File: config.mk
export PLATFORM = sky130hd
export DESIGN_NAME = fp_int_to_fp
export DESIGN_NICKNAME = d
export VERILOG_FILES = /design/src/rtl/fp_int_to_fp.sv
export SDC_FILE = /design/constraint.sdc
export NUM_CORES = 1
export LEC_CHECK = 0
export ABC_AREA = 1
export BUFFER_PORTS_ARGS = -buffer_cell sky130_fd_sc_hd__buf_2
export CORE_ASPECT_RATIO = 1.2
export CORE_MARGIN = 8
export CORE_UTILIZATION = 60
export DETAILED_ROUTE_END_ITERATION = 16
export PLACE_DENSITY_LB_ADDON = 0.25
export SYNTH_ARGS = -nofsm -noshare
export SYNTH_HDL_FRONTEND = slang
export SYNTH_SLANG_ARGS = --single-unit
File: constraint.sdc
create_clock -name clk -period 8.6 [get_ports clk]
set_clock_uncertainty 0.2 [all_clocks]
set_input_delay 0.86 -clock clk [delete_from_list [all_inputs] [get_ports clk]]
set_output_delay 0.86 -clock clk [all_outputs]
set_load 0.05 [all_outputs]
File: src/rtl/fp_int_to_fp.sv
// Integer-to-floating-point converter for FCVT.S.W/WU and FCVT.D.W/WU.
// It normalises one bit per cycle and then rounds in a single cycle.
`timescale 1ns/1ps
module fp_int_to_fp #(
    parameter int FLEN = 32
) (
    input  logic            clk,
    input  logic            reset_n,
    input  logic            start,
    input  logic [31:0]     int_operand,
    input  logic            is_unsigned,
    input  logic [2:0]      rounding_mode,
    output logic            busy,
    output logic            done,
    output logic [FLEN-1:0] result,
    output logic            flag_nx,
    output logic [1:0]      dbg_state
);
    // Handshake: start is accepted only on a rising edge where busy=0. busy stays
    // high from the cycle after acceptance through the done cycle. done pulses for
    // one cycle, and result/flag_nx are valid then and hold until the next accepted start.
    typedef enum logic [1:0] {IDLE, NORM, ROUND, DONE} state_t;

    state_t      state;
    logic        sign_q;
    logic [31:0] mag_q;
    logic [5:0]  exp_q;
    logic [2:0]  rm_q;

    logic            in_sign;
    logic [31:0]     in_mag;
    logic [FLEN-1:0] round_res;
    logic            round_nx;

    assign dbg_state = state;
    assign in_sign   = !is_unsigned && int_operand[31];
    assign in_mag    = in_sign ? (~int_operand + 32'd1) : int_operand;

    generate
        if (FLEN == 32) begin : g_single
            logic [22:0] man;
            logic        g_bit;
            logic        s_bit;
            logic        up;
            logic [23:0] man_sum;
            logic [5:0]  exp_r;

            always_comb begin
                man   = mag_q[30:8];
                g_bit = mag_q[7];
                s_bit = |mag_q[6:0];
                case (rm_q)
                    3'b001:  up = 1'b0;
                    3'b010:  up = sign_q && (g_bit || s_bit);
                    3'b011:  up = !sign_q && (g_bit || s_bit);
                    3'b100:  up = g_bit;
                    default: up = g_bit && (s_bit || man[0]);
                endcase
                // A carry out of the mantissa leaves the low 23 bits at zero and bumps the exponent.
                man_sum   = {1'b0, man} + {23'd0, up};
                exp_r     = exp_q + {5'd0, man_sum[23]};
                round_res = {sign_q, {2'b00, exp_r} + 8'd127, man_sum[22:0]};
                round_nx  = g_bit || s_bit;
            end
        end else begin : g_double
            logic unused_dbl;
            assign unused_dbl = ^rm_q;
            // Every 32-bit integer fits in a double mantissa, so the conversion is always exact.
            assign round_res = {sign_q, {5'd0, exp_q} + 11'd1023, mag_q[30:0], 21'd0};
            assign round_nx  = 1'b0;
        end
    endgenerate

    always_ff @(posedge clk or negedge reset_n) begin
        if (!reset_n) begin
            state   <= IDLE;
            busy    <= 1'b0;
            done    <= 1'b0;
            result  <= '0;
            flag_nx <= 1'b0;
            sign_q  <= 1'b0;
            mag_q   <= '0;
            exp_q   <= '0;
            rm_q    <= '0;
        end else begin
            case (state)
                IDLE: begin
                    if (start) begin
                        sign_q <= in_sign;
                        mag_q  <= in_mag;
                        rm_q   <= rounding_mode;
                        exp_q  <= 6'd31;
                        busy   <= 1'b1;
                        if (in_mag == 32'd0) begin
                            result  <= '0;
                            flag_nx <= 1'b0;
                            done    <= 1'b1;
                            state   <= DONE;
                        end else begin
                            state <= NORM;
                        end
                    end
                end
                NORM: begin
                    if (mag_q[31]) begin
                        state <= ROUND;
                    end else begin
                        mag_q <= {mag_q[30:0], 1'b0};
                        exp_q <= exp_q - 6'd1;
                    end
                end
                ROUND: begin
                    result  <= round_res;
                    flag_nx <= round_nx;
                    done    <= 1'b1;
                    state   <= DONE;
                end
                DONE: begin
                    done  <= 1'b0;
                    busy  <= 1'b0;
                    state <= IDLE;
                end
                default: state <= IDLE;
            endcase
        end
    end
endmodule

After elaboration in Yosys (flattened, before gate mapping)
Index checks and enable logic that the tools add are counted.
{ "totals": {"ff_bits": 79, "in_bits": 39, "output_inout_bits": 37, "word_cells": 72} }
{ "classes": {"addsub": 5, "eq_ne": 11, "n_mux": 23, "bitwise_logic": 1, "reduce_logical": 22} }
{ "ops": {"columns": ["operator", "n"], "rows": [
  ["32-bit two-way mux", 5],
  ["32-bit case mux with 2 select lines", 2],
  ["32-bit by 1-bit adder with 32-bit output (second input constant)", 1],
  ["32-bit zero test", 1],
  ["32-bit NOT", 1],
  ["23-bit by 1-bit adder with 24-bit output", 1],
  ["6-bit two-way mux", 2],
  ["6-bit case mux with 2 select lines", 1],
  ["3-bit AND reduction", 3],
  ["6-bit by 7-bit adder with 8-bit output (second input constant)", 1],
  ["2-bit inequality test (second input constant)", 4],
  ["2-bit case mux with 4 select lines", 1],
  ["2-bit AND reduction", 4],
  ["7-bit OR reduction", 1],
  ["6-bit by 1-bit adder with 6-bit output", 1],
  ["3-bit by 2-bit equality test with 1-bit output (second input constant)", 2],
  ["2-bit two-way mux", 3],
  ["2-bit nonzero test", 3],
  ["6-bit by 1-bit subtractor with 6-bit output (second input constant)", 1],
  ["1-bit two-way mux", 5],
  ["2-bit equality test (second input constant)", 2],
  ["1-bit logical AND", 4],
  ["1-bit case mux with 2 select lines", 2],
  ["1-bit case mux with 4 select lines", 1],
  ["8 further kinds", 10]
]} }

Longest topological paths before layout
Gate-level depths: netlist of the first run.
{ "depth": {"ltp_word": 8, "depth_mapped": 28, "mapped_depth_nobuf": 28} }

Least setup slack after synthesis of the first run
Ideal clock, no wire load.
{ "synth_timing": {"path_type": "register to register", "start": "register rm_q[0]", "end": "register result[28]", "setup_time_ps": 118, "arrival_ps": 3348, "required_time_ps": 8282, "setup_slack_ps": 4935, "stages_incl_launch_ff": 28, "n_path_buf": 0, "period_less_slack_ps": 3665, "path_cell_list": "dfrtp_1 > nor2_1 > a21oi_1 > nand2_1 > o211ai_1 > o31ai_1 > ha_1 > nand3_1 > nor2_1 > nand2_1 > nor3_2 > nand4_1 > nor2_1 > nand2_1 > nor2_1 > nand3_1 > nor3_1 > ha_1 > ha_1 > xor2_1 > nor2_1 > nand2_1 > nor2_1 > nand2_1 > xor2_1 > nor2_1 > nand3_1 > nand2_1"} }
{ "synth_between": {"elab_chain_cells": 6, "word_cells_on_any_way": 9, "cone_classes": "add/sub: 3; eq/ne: 4; mux: 2"} }
{ "synth_rtl": {"columns": ["element", "line_no", "rtl"], "rows": [
  ["start, declared", "28", "logic [2:0] rm_q;"],
  ["start signal, assigned", "91", "rm_q <= rounding_mode;"],
  ["3-bit equality test (tied with other cells)", "52", "case (rm_q)"],
  ["1-bit case mux with 4 select lines (*)", "52", null],
  ["23-bit by 1-bit adder with 24-bit output (*)", "60", "man_sum = {1'b0, man} + {23'd0, up};"],
  ["6-bit by 1-bit adder with 6-bit output (*)", "61", "exp_r = exp_q + {5'd0, man_sum[23]};"],
  ["6-bit by 7-bit adder with 8-bit output (*)", "62", "round_res = {sign_q, {2'b00, exp_r} + 8'd127, man_sum[22:0]};"],
  ["32-bit case mux with 2 select lines (*)", "86", "case (state)"],
  ["end signal, assigned", "113", "result <= round_res;"],
  ["end, declared", "15", "output logic [FLEN-1:0] result,"]
]} }
Mark *: on every way between the ends. The rest lies on a longest branch, timed or not.
A chain may end at the register's enable or synchronous reset.

Final worst setup path of the first run
{ "layout_timing": {"start": "register mag_q[2]", "end": "register result[28]"} }
{ "layout_between": {"elab_chain_cells": 8, "word_cells_on_any_way": 11, "cone_classes": "add/sub: 3; mux: 2; reduce/logical: 6"} }
{ "layout_rtl": {"columns": ["element", "line_no", "rtl"], "rows": [
  ["start, declared", "26", "logic [31:0] mag_q;"],
  ["start signal, assigned", "90", "mag_q <= in_mag;"],
  ["start signal, assigned", "108", "mag_q <= {mag_q[30:0], 1'b0};"],
  ["7-bit OR reduction (*)", "51", "s_bit = |mag_q[6:0];"],
  ["1-bit logical OR, on equally long branches", "57, 54, 55", null],
  ["1-bit logical AND, on equally long branches", "57, 54, 55", null],
  ["1-bit case mux with 4 select lines (*)", "52", null],
  ["23-bit by 1-bit adder with 24-bit output (*)", "60", null],
  ["6-bit by 1-bit adder with 6-bit output (*)", "61", null],
  ["6-bit by 7-bit adder with 8-bit output (*)", "62", null],
  ["32-bit case mux with 2 select lines (*)", "86", null]
]} }
Marked as above.

==> results of run 1 <==
synth_stat cells, types with 4 or more instances:
cell      instances  area share
a21oi_1          50       0.041
nor2_1          118       0.073
nand3_1         101       0.084
dfrtp_1          79        0.33
clkbuf_1         17       0.011
buf_2             6      0.0050
buf_6             4      0.0074
ha_1             11       0.023
nor2_2           13       0.013
inv_1            87       0.054
nand2_4           4      0.0074
nand3_2          33       0.055
nor3_1           11      0.0091
nand2_1         245        0.15
a22oi_1          19       0.024
o21ai_0          23       0.019
xor2_1           13       0.019
buf_8             4      0.0099
nand4_1           8      0.0083
a31oi_1           4      0.0041
nand2_2          14       0.014
sequential cells by signal, indices dropped and copies added (netlist names):
name	cells
flag_nx	1
rm_q	3
sign_q	1
dbg_state	2
result	32
exp_q	6
mag_q	32
done	1
busy	1
area by class of cell:
type / instances / area [um^2]
multi-input cells: 693 / 3510
fillers: 981 / 3270
flip-flops and latches: 79 / 1980
repair buffers: 77 / 393
inverters: 92 / 348
clock buffers: 11 / 243
well taps: 126 / 158
clock inverters: 2 / 10.0
critical path: cells and delay by family (launching register included):
family,cells,cell delay [ns]
and+or+nand+nor,21,2.39
DFF,1,0.36
AOI/OAI and AO/OA,1,0.22
buffers and inverters,1,0.06
adders and majority gates,3,0.62
xor gates and xnor gates,2,0.44
worst paths after layout:
| path | endpoint | startpoint | slack, ns | cells past startpoint |
|---|---|---|---|---|
| setup / recovery | result[28] | mag_q[2] | 4.20 | 28 |
| hold / removal | result[25] | result[25] | 0.30 | 2 |
| setup reg to reg | result[28] | mag_q[2] | 4.20 | 28 |
| hold reg to reg | result[25] | result[25] | 0.30 | 2 |
| max in group asynchronous | mag_q[12] | reset_n | 7.08 | 1 |
| min in group asynchronous | result[28] | reset_n | 0.48 | 1 |
power groups by stage:
stage	clock network (uW)	logic [uW]	registers, uW
floorplan	0	689	882
global placement	0	1110	688
detailed placement	0	1120	697
CTS	339	1130	691
global route	355	1240	716
finish	333	1130	695
metrics by stage:
step / std cells / setup WS, ns / total power (uW) / cell area (um^2) / util
after floorplan: 897 / 4.93 / 1570 / 6050 / -
after global placement: 1067 / 4.36 / 1790 / 6390 / 0.644
after detailed placement: 1067 / 4.24 / 1820 / 6390 / 0.644
after CTS: 1080 / 4.19 / 2160 / 6640 / 0.670
after global routing: 1080 / 3.66 / 2320 / 6640 / 0.670
final: 1080 / 4.20 / 2160 / 6640 / 0.670
logic make-up after synthesis:
logic type	count (synthesis)
AO/OA/AOI/OAI	109
flip-flops	79
XOR/XNOR	15
adder cells (fa/ha/maj)	11
AND/OR/NAND/NOR	558
buffers and inverters	125
per-layer routing:
| layer | up-vias | GRT usage | share of wire |
|---|---|---|---|
| met3 | 31 | 0.0383 | 0.056 |
| met4 | 0 | 0.102 | 0.029 |
| met1 | 2705 | 0.296 | 0.44 |
| li1 | 3028 | - | - |
| met2 | 186 | 0.364 | 0.47 |
| met5 | - | 0 | 0 |
==> reports/summary.txt, run 1 <==
Relative slew slack = 0.323
Max Cap Violations = 0
Top FF cell, synth = dfrtp_1
Crit-path max FO = 5
CORE AREA = 0.00991 mm^2
Initial Utilization = 0.610
Clock power frac = 0.154
Switch share = 0.511
Clock buffer depth = 2
Die H = 126 um
Sequential area share after synthesis = 0.327
Detail Route Antenna Nets = 0
Detailed Routing Iterations Pass 1 = 5
Die W = 108 um
Antenna cells = 0
Sink Count = 79
Lkg Pwr = 0.00350 uW
Post-Route Setup TNS = 0 ns
Largest net degree at the start of global routing = 80
Setup Buffers After CTS = 0
WL/cell = 14.2 um
Clock-pin slew on the worst setup and hold paths = 0.06 ns
Synth warn = 0
Initial antenna violation count = 0
Tcrit/Tclk final = 0.512
Post-synthesis simple-gate area fraction = 0.433
Iter 0 DRT Violations = 402
Synth Area in Compound Gates = 0.103
Post-Synthesis Cells = 897
Final slew viol count = 0
Area share of fa/ha/maj cells after synthesis = 0.0228
Area Growth Syn to Fin = 9.74%
CP required = 8.62 ns
CP peak stage delay = 0.36 ns
CTS tree = done
Final #Nets = 1002
Layout cells sized above 1 = 0.173
Hold WS = 0.303 ns
Total global routing overflow = 0
All-Layer GR Usage = 0.229
Clock root buffer master = clkbuf_16
#FFs+latches synth = 79
Avg Vias per Cell = 5.51
Final setup fails = 0
Setup CP Type = reg -> reg
Logic pwr share = 0.523
Cts-stage hold buffer count = 0
Int Pwr = 1060 uW
Flop pwr share = 0.322
Mapped cell area = 0.00605 mm^2
Worst Tran Pin Value = 1.01 ns
Crit path time final = 4.40 ns
Most frequent cells in the layout = 245 x nand2_1, 118 x nor2_1, 101 x nand3_1
Post-DP HPWL = 11.6 mm
Syn_nets = 947
Synth Area in XOR/XNOR = 0.0217
Die Area = 0.0136 mm^2
Post-synth EDFFs = 0
CP max stage cell = dfrtp_1
Worst VDD drop = 0.169 mV
Post-cts resize count = 0
Power per cell area = 325 mW/mm^2
Proportion of synthesized area in mux cells = 0
Cell variety after synth = 39
Crit end category = register
DRT Wirelength = 15.4 mm
Hold crit path type = reg -> reg
CP arrival = 4.42 ns
Vias in the first global route = 5521
RePlAce Congestion = 0.928
CP most frequent cell = nor2_1
Status = finished clean
Clock latency on the worst-skew pair = 0.33 ns
H-tree depth = 3
CTS Buf Count = 9
CP startpoint kind = register
Setup repair after global routing missed its margin = false
Hold Violations, Final = 0
Ys async rst share = 1.00
Fmax = 227 MHz
Syn_area_per_cell = 6.74 um^2
DRC viols = 0
Buffers on Ports = 75
Vias = 5950
Largest family of logic cells by synthesized area = simple AND/OR/NAND/NOR gates
First-pass GRT wire length = 25.7 mm
Reported net switching power = 1100 uW
IO Count = 76
Row count = 40
Commonest non-fill, non-tap cell in the layout = nand2_1
Power figures use the tool's default switching activity.
==> run 2, diff against run 1 <==
--- a/config.mk
+++ b/config.mk
@@ -9,7 +9,7 @@
 export BUFFER_PORTS_ARGS = -buffer_cell sky130_fd_sc_hd__buf_2
 export CORE_ASPECT_RATIO = 1.2
 export CORE_MARGIN = 8
-export CORE_UTILIZATION = 60
+export CORE_UTILIZATION = 54
 export DETAILED_ROUTE_END_ITERATION = 16
 export PLACE_DENSITY_LB_ADDON = 0.25
 export SYNTH_ARGS = -nofsm -noshare
==> constraint.sdc (replaced) <==
create_clock -name clk -period 3.8 [get_ports clk]
set_clock_uncertainty 0.2 [all_clocks]
set_input_delay 0.38 -clock clk [delete_from_list [all_inputs] [get_ports clk]]
set_output_delay 0.38 -clock clk [all_outputs]
set_load 0.05 [all_outputs]
==> run 2 against run 1 <==
  * The flow now finishes with violations (setup timing)
  * Worst setup slack lost 4.4 ns
  * Via count grew 2.9%
  * Sequential cell count is the same
  * Critical endpoint unchanged
  * Largest cell class unchanged
  * Largest power group unchanged
==> reports/summary.txt, run 2 (same netlist as run 1, synthesis figures left out) <==
Status = finished with violations
Failing checks = setup timing
Setup repair after global routing missed its margin = true
Final #Nets = 1034 (+3.2%)
CP startpoint kind = register
Crit path time final = 3.98 ns (-0.423 ns)
Detailed Routing Iterations Pass 1 = 5 (unchanged)
Commonest non-fill, non-tap cell in the layout = nand2_1
Clock root buffer master = clkbuf_16
Die W = 113 um (+4.6%)
CP arrival = 4.00 ns (-0.42 ns)
Final slew viol count = 0 (unchanged)
Critical path buffers and inverters = 2 (+1)
Hold Violations, Final = 0 (unchanged)
Die H = 132 um (+4.7%)
Delay-heaviest family, CP = simple AND/OR/NAND/NOR gates
CORE AREA = 0.0110 mm^2 (+11%)
CTS tree = done
Antenna cells = 0 (unchanged)
Layout cells sized above 1 = 0.237 (+0.0636)
Vias = 6125 (+2.9%)
Hold WS = 0.000310 ns (-0.303 ns)
Area Growth Syn to Fin = 18.0%
Finished Core Util = 0.650 (-0.0201)
Clock latency on the worst-skew pair = 0.34 ns (about the same)
Lkg Pwr = 0.00368 uW (+5.3%)
Post-DP HPWL = 12.8 mm (+10%)
CP max stage cell = dfrtp_1
Final setup fails = 4 (+4)
Buffers on Ports = 75 (unchanged)
Iter 0 DRT Violations = 363 (-9.7%)
Worst Tran Pin Value = 0.980 ns (-0.0313 ns)
DRT Wirelength = 17.2 mm (+12%)
First-pass GRT wire length = 28.6 mm (+11%)
Row count = 42 (+5.0%)
Initial Utilization = 0.551 (-0.0597)
IO Count = 76 (unchanged)
Worst setup margin = -0.179 ns (-4.38 ns)
CP required = 3.82 ns (-4.80 ns)
Setup CP Type = reg -> reg
Total global routing overflow = 0 (unchanged)
Crit-path max FO = 3 (-2)
Clock buffer depth = 2 (unchanged)
All-Layer GR Usage = 0.236 (+0.00720)
Biggest regs = mag_q x32, result x32, exp_q x6
Largest net degree at the start of global routing = 80 (unchanged)
CTS Buf Count = 9 (unchanged)
Die Area = 0.0149 mm^2 (+9.5%)
Crit end category = register
Initial antenna violation count = 0 (unchanged)
Tcrit/Tclk final = 1.05 (+0.535)
Detail Route Antenna Nets = 0 (unchanged)
Power per cell area = 727 mW/mm^2 (+120%)
Tot Pwr = 5190 uW (+140%)
Clock-pin slew on the worst setup and hold paths = 0.06 ns (about the same)
Sink Count = 79 (unchanged)
H-tree depth = 3 (unchanged)
# fillers = 1037 (+5.7%)
CP peak stage delay = 0.37 ns (about the same)
RePlAce Congestion = 0.960 (+3.4%)
Worst VDD drop = 0.344 mV (+100%)
WL/cell = 15.3 um (+7.4%)
Vias in the first global route = 5776 (+4.6%)
Max Cap Violations = 0 (unchanged)
Avg Vias per Cell = 5.46 (-0.82%)
Relative slew slack = 0.347 (+0.0232)
DRC viols = 0 (unchanged)
Most frequent cells in the layout = 242 x nand2_1, 109 x nor2_1, 97 x nand3_1
Hold crit path type = in -> async
Fmax = 251 MHz (+11%)
-- run 2: worst paths after layout --
kind | from | slack (ns) | cells past startpoint | end
worst max-delay path | mag_q[1] | -0.18 | 25 | result[28]
worst min-delay path | reset_n | 0.0003 | 1 | mag_q[2]
worst max register to register | mag_q[1] | -0.18 | 25 | result[28]
worst min register to register | result[7] | 0.30 | 2 | result[7]
max in group asynchronous | reset_n | 2.77 | 1 | mag_q[11]
min in group clk | rounding_mode[0] | 0.05 | 3 | rm_q[0]
-- run 2: final cells by class --
cell class	count	area, um^2	share of cell area
Multi-Input combinational cell	693	3710	0.520
Tap cell	132	165	0.0231
Timing Repair Buffer	109	641	0.0898
Sequential cell	79	1980	0.277
Clock buffer	14	284	0.0398
Clock inverter	2	12.5	0.00175
Inverter	92	348	0.0487
-- run 2: per-layer routing --
metal  global-route usage  share of wire  vias up
li1                     -              -     3100
met1                0.282           0.42     2784
met2                0.399           0.49      197
met3               0.0344          0.050       44
met4                0.128          0.043        0
met5                    0              0        -
-- run 2: repair_timing --
item	in CTS	in global routing
pin swaps	10	13
endpoints found under the setup margin	6	9
resized for setup	18	27
setup buffers	18	4
gates cloned	0	0
hold buffers	0	0
-- run 2: worst reg2reg max path: stages, from the launching register on --
cell	delay [ns]
dfrtp_1	0.37
inv_2	0.06
nand3_4	0.09
nor4_4	0.05
inv_1	0.07
nor2_2	0.04
o31ai_2	0.18
ha_2	0.22
nand3_2	0.09
nor2_2	0.11
nand2_1	0.08
nor3_2	0.17
nand4_1	0.17
nor2_2	0.21
nand2_2	0.10
nor2_4	0.11
nand3_2	0.07
nor3_2	0.13
ha_2	0.26
nand3_4	0.12
nor3_2	0.27
xor2_2	0.26
xor2_1	0.20
nor2_1	0.07
nand3_1	0.13
nand2_1	0.07
-- run 2: per-stage QoR --
| stage | setup WS (ns) | area (um^2) | std cells | TNS [ns] |
|---|---|---|---|---|
| 6_report | -0.179 | 7140 | 1121 | -0.309 |
| 4_1_cts | -0.182 | 7010 | 1122 | -0.646 |
| 3_3_place_gp | -0.0497 | 6510 | 1089 | -0.0757 |
| 5_1_grt | -0.499 | 7140 | 1121 | -2.29 |
| 3_5_place_dp | -0.213 | 6510 | 1089 | -0.904 |
| 2_1_floorplan | 0.135 | 6050 | 897 | 0 |
-- run 2: power by group --
group | switching [uW] | internal [uW] | leakage, uW
clock | 326 | 513 | 0.000145
sequential | 396 | 1210 | 0.000976
combinational | 1910 | 838 | 0.00256
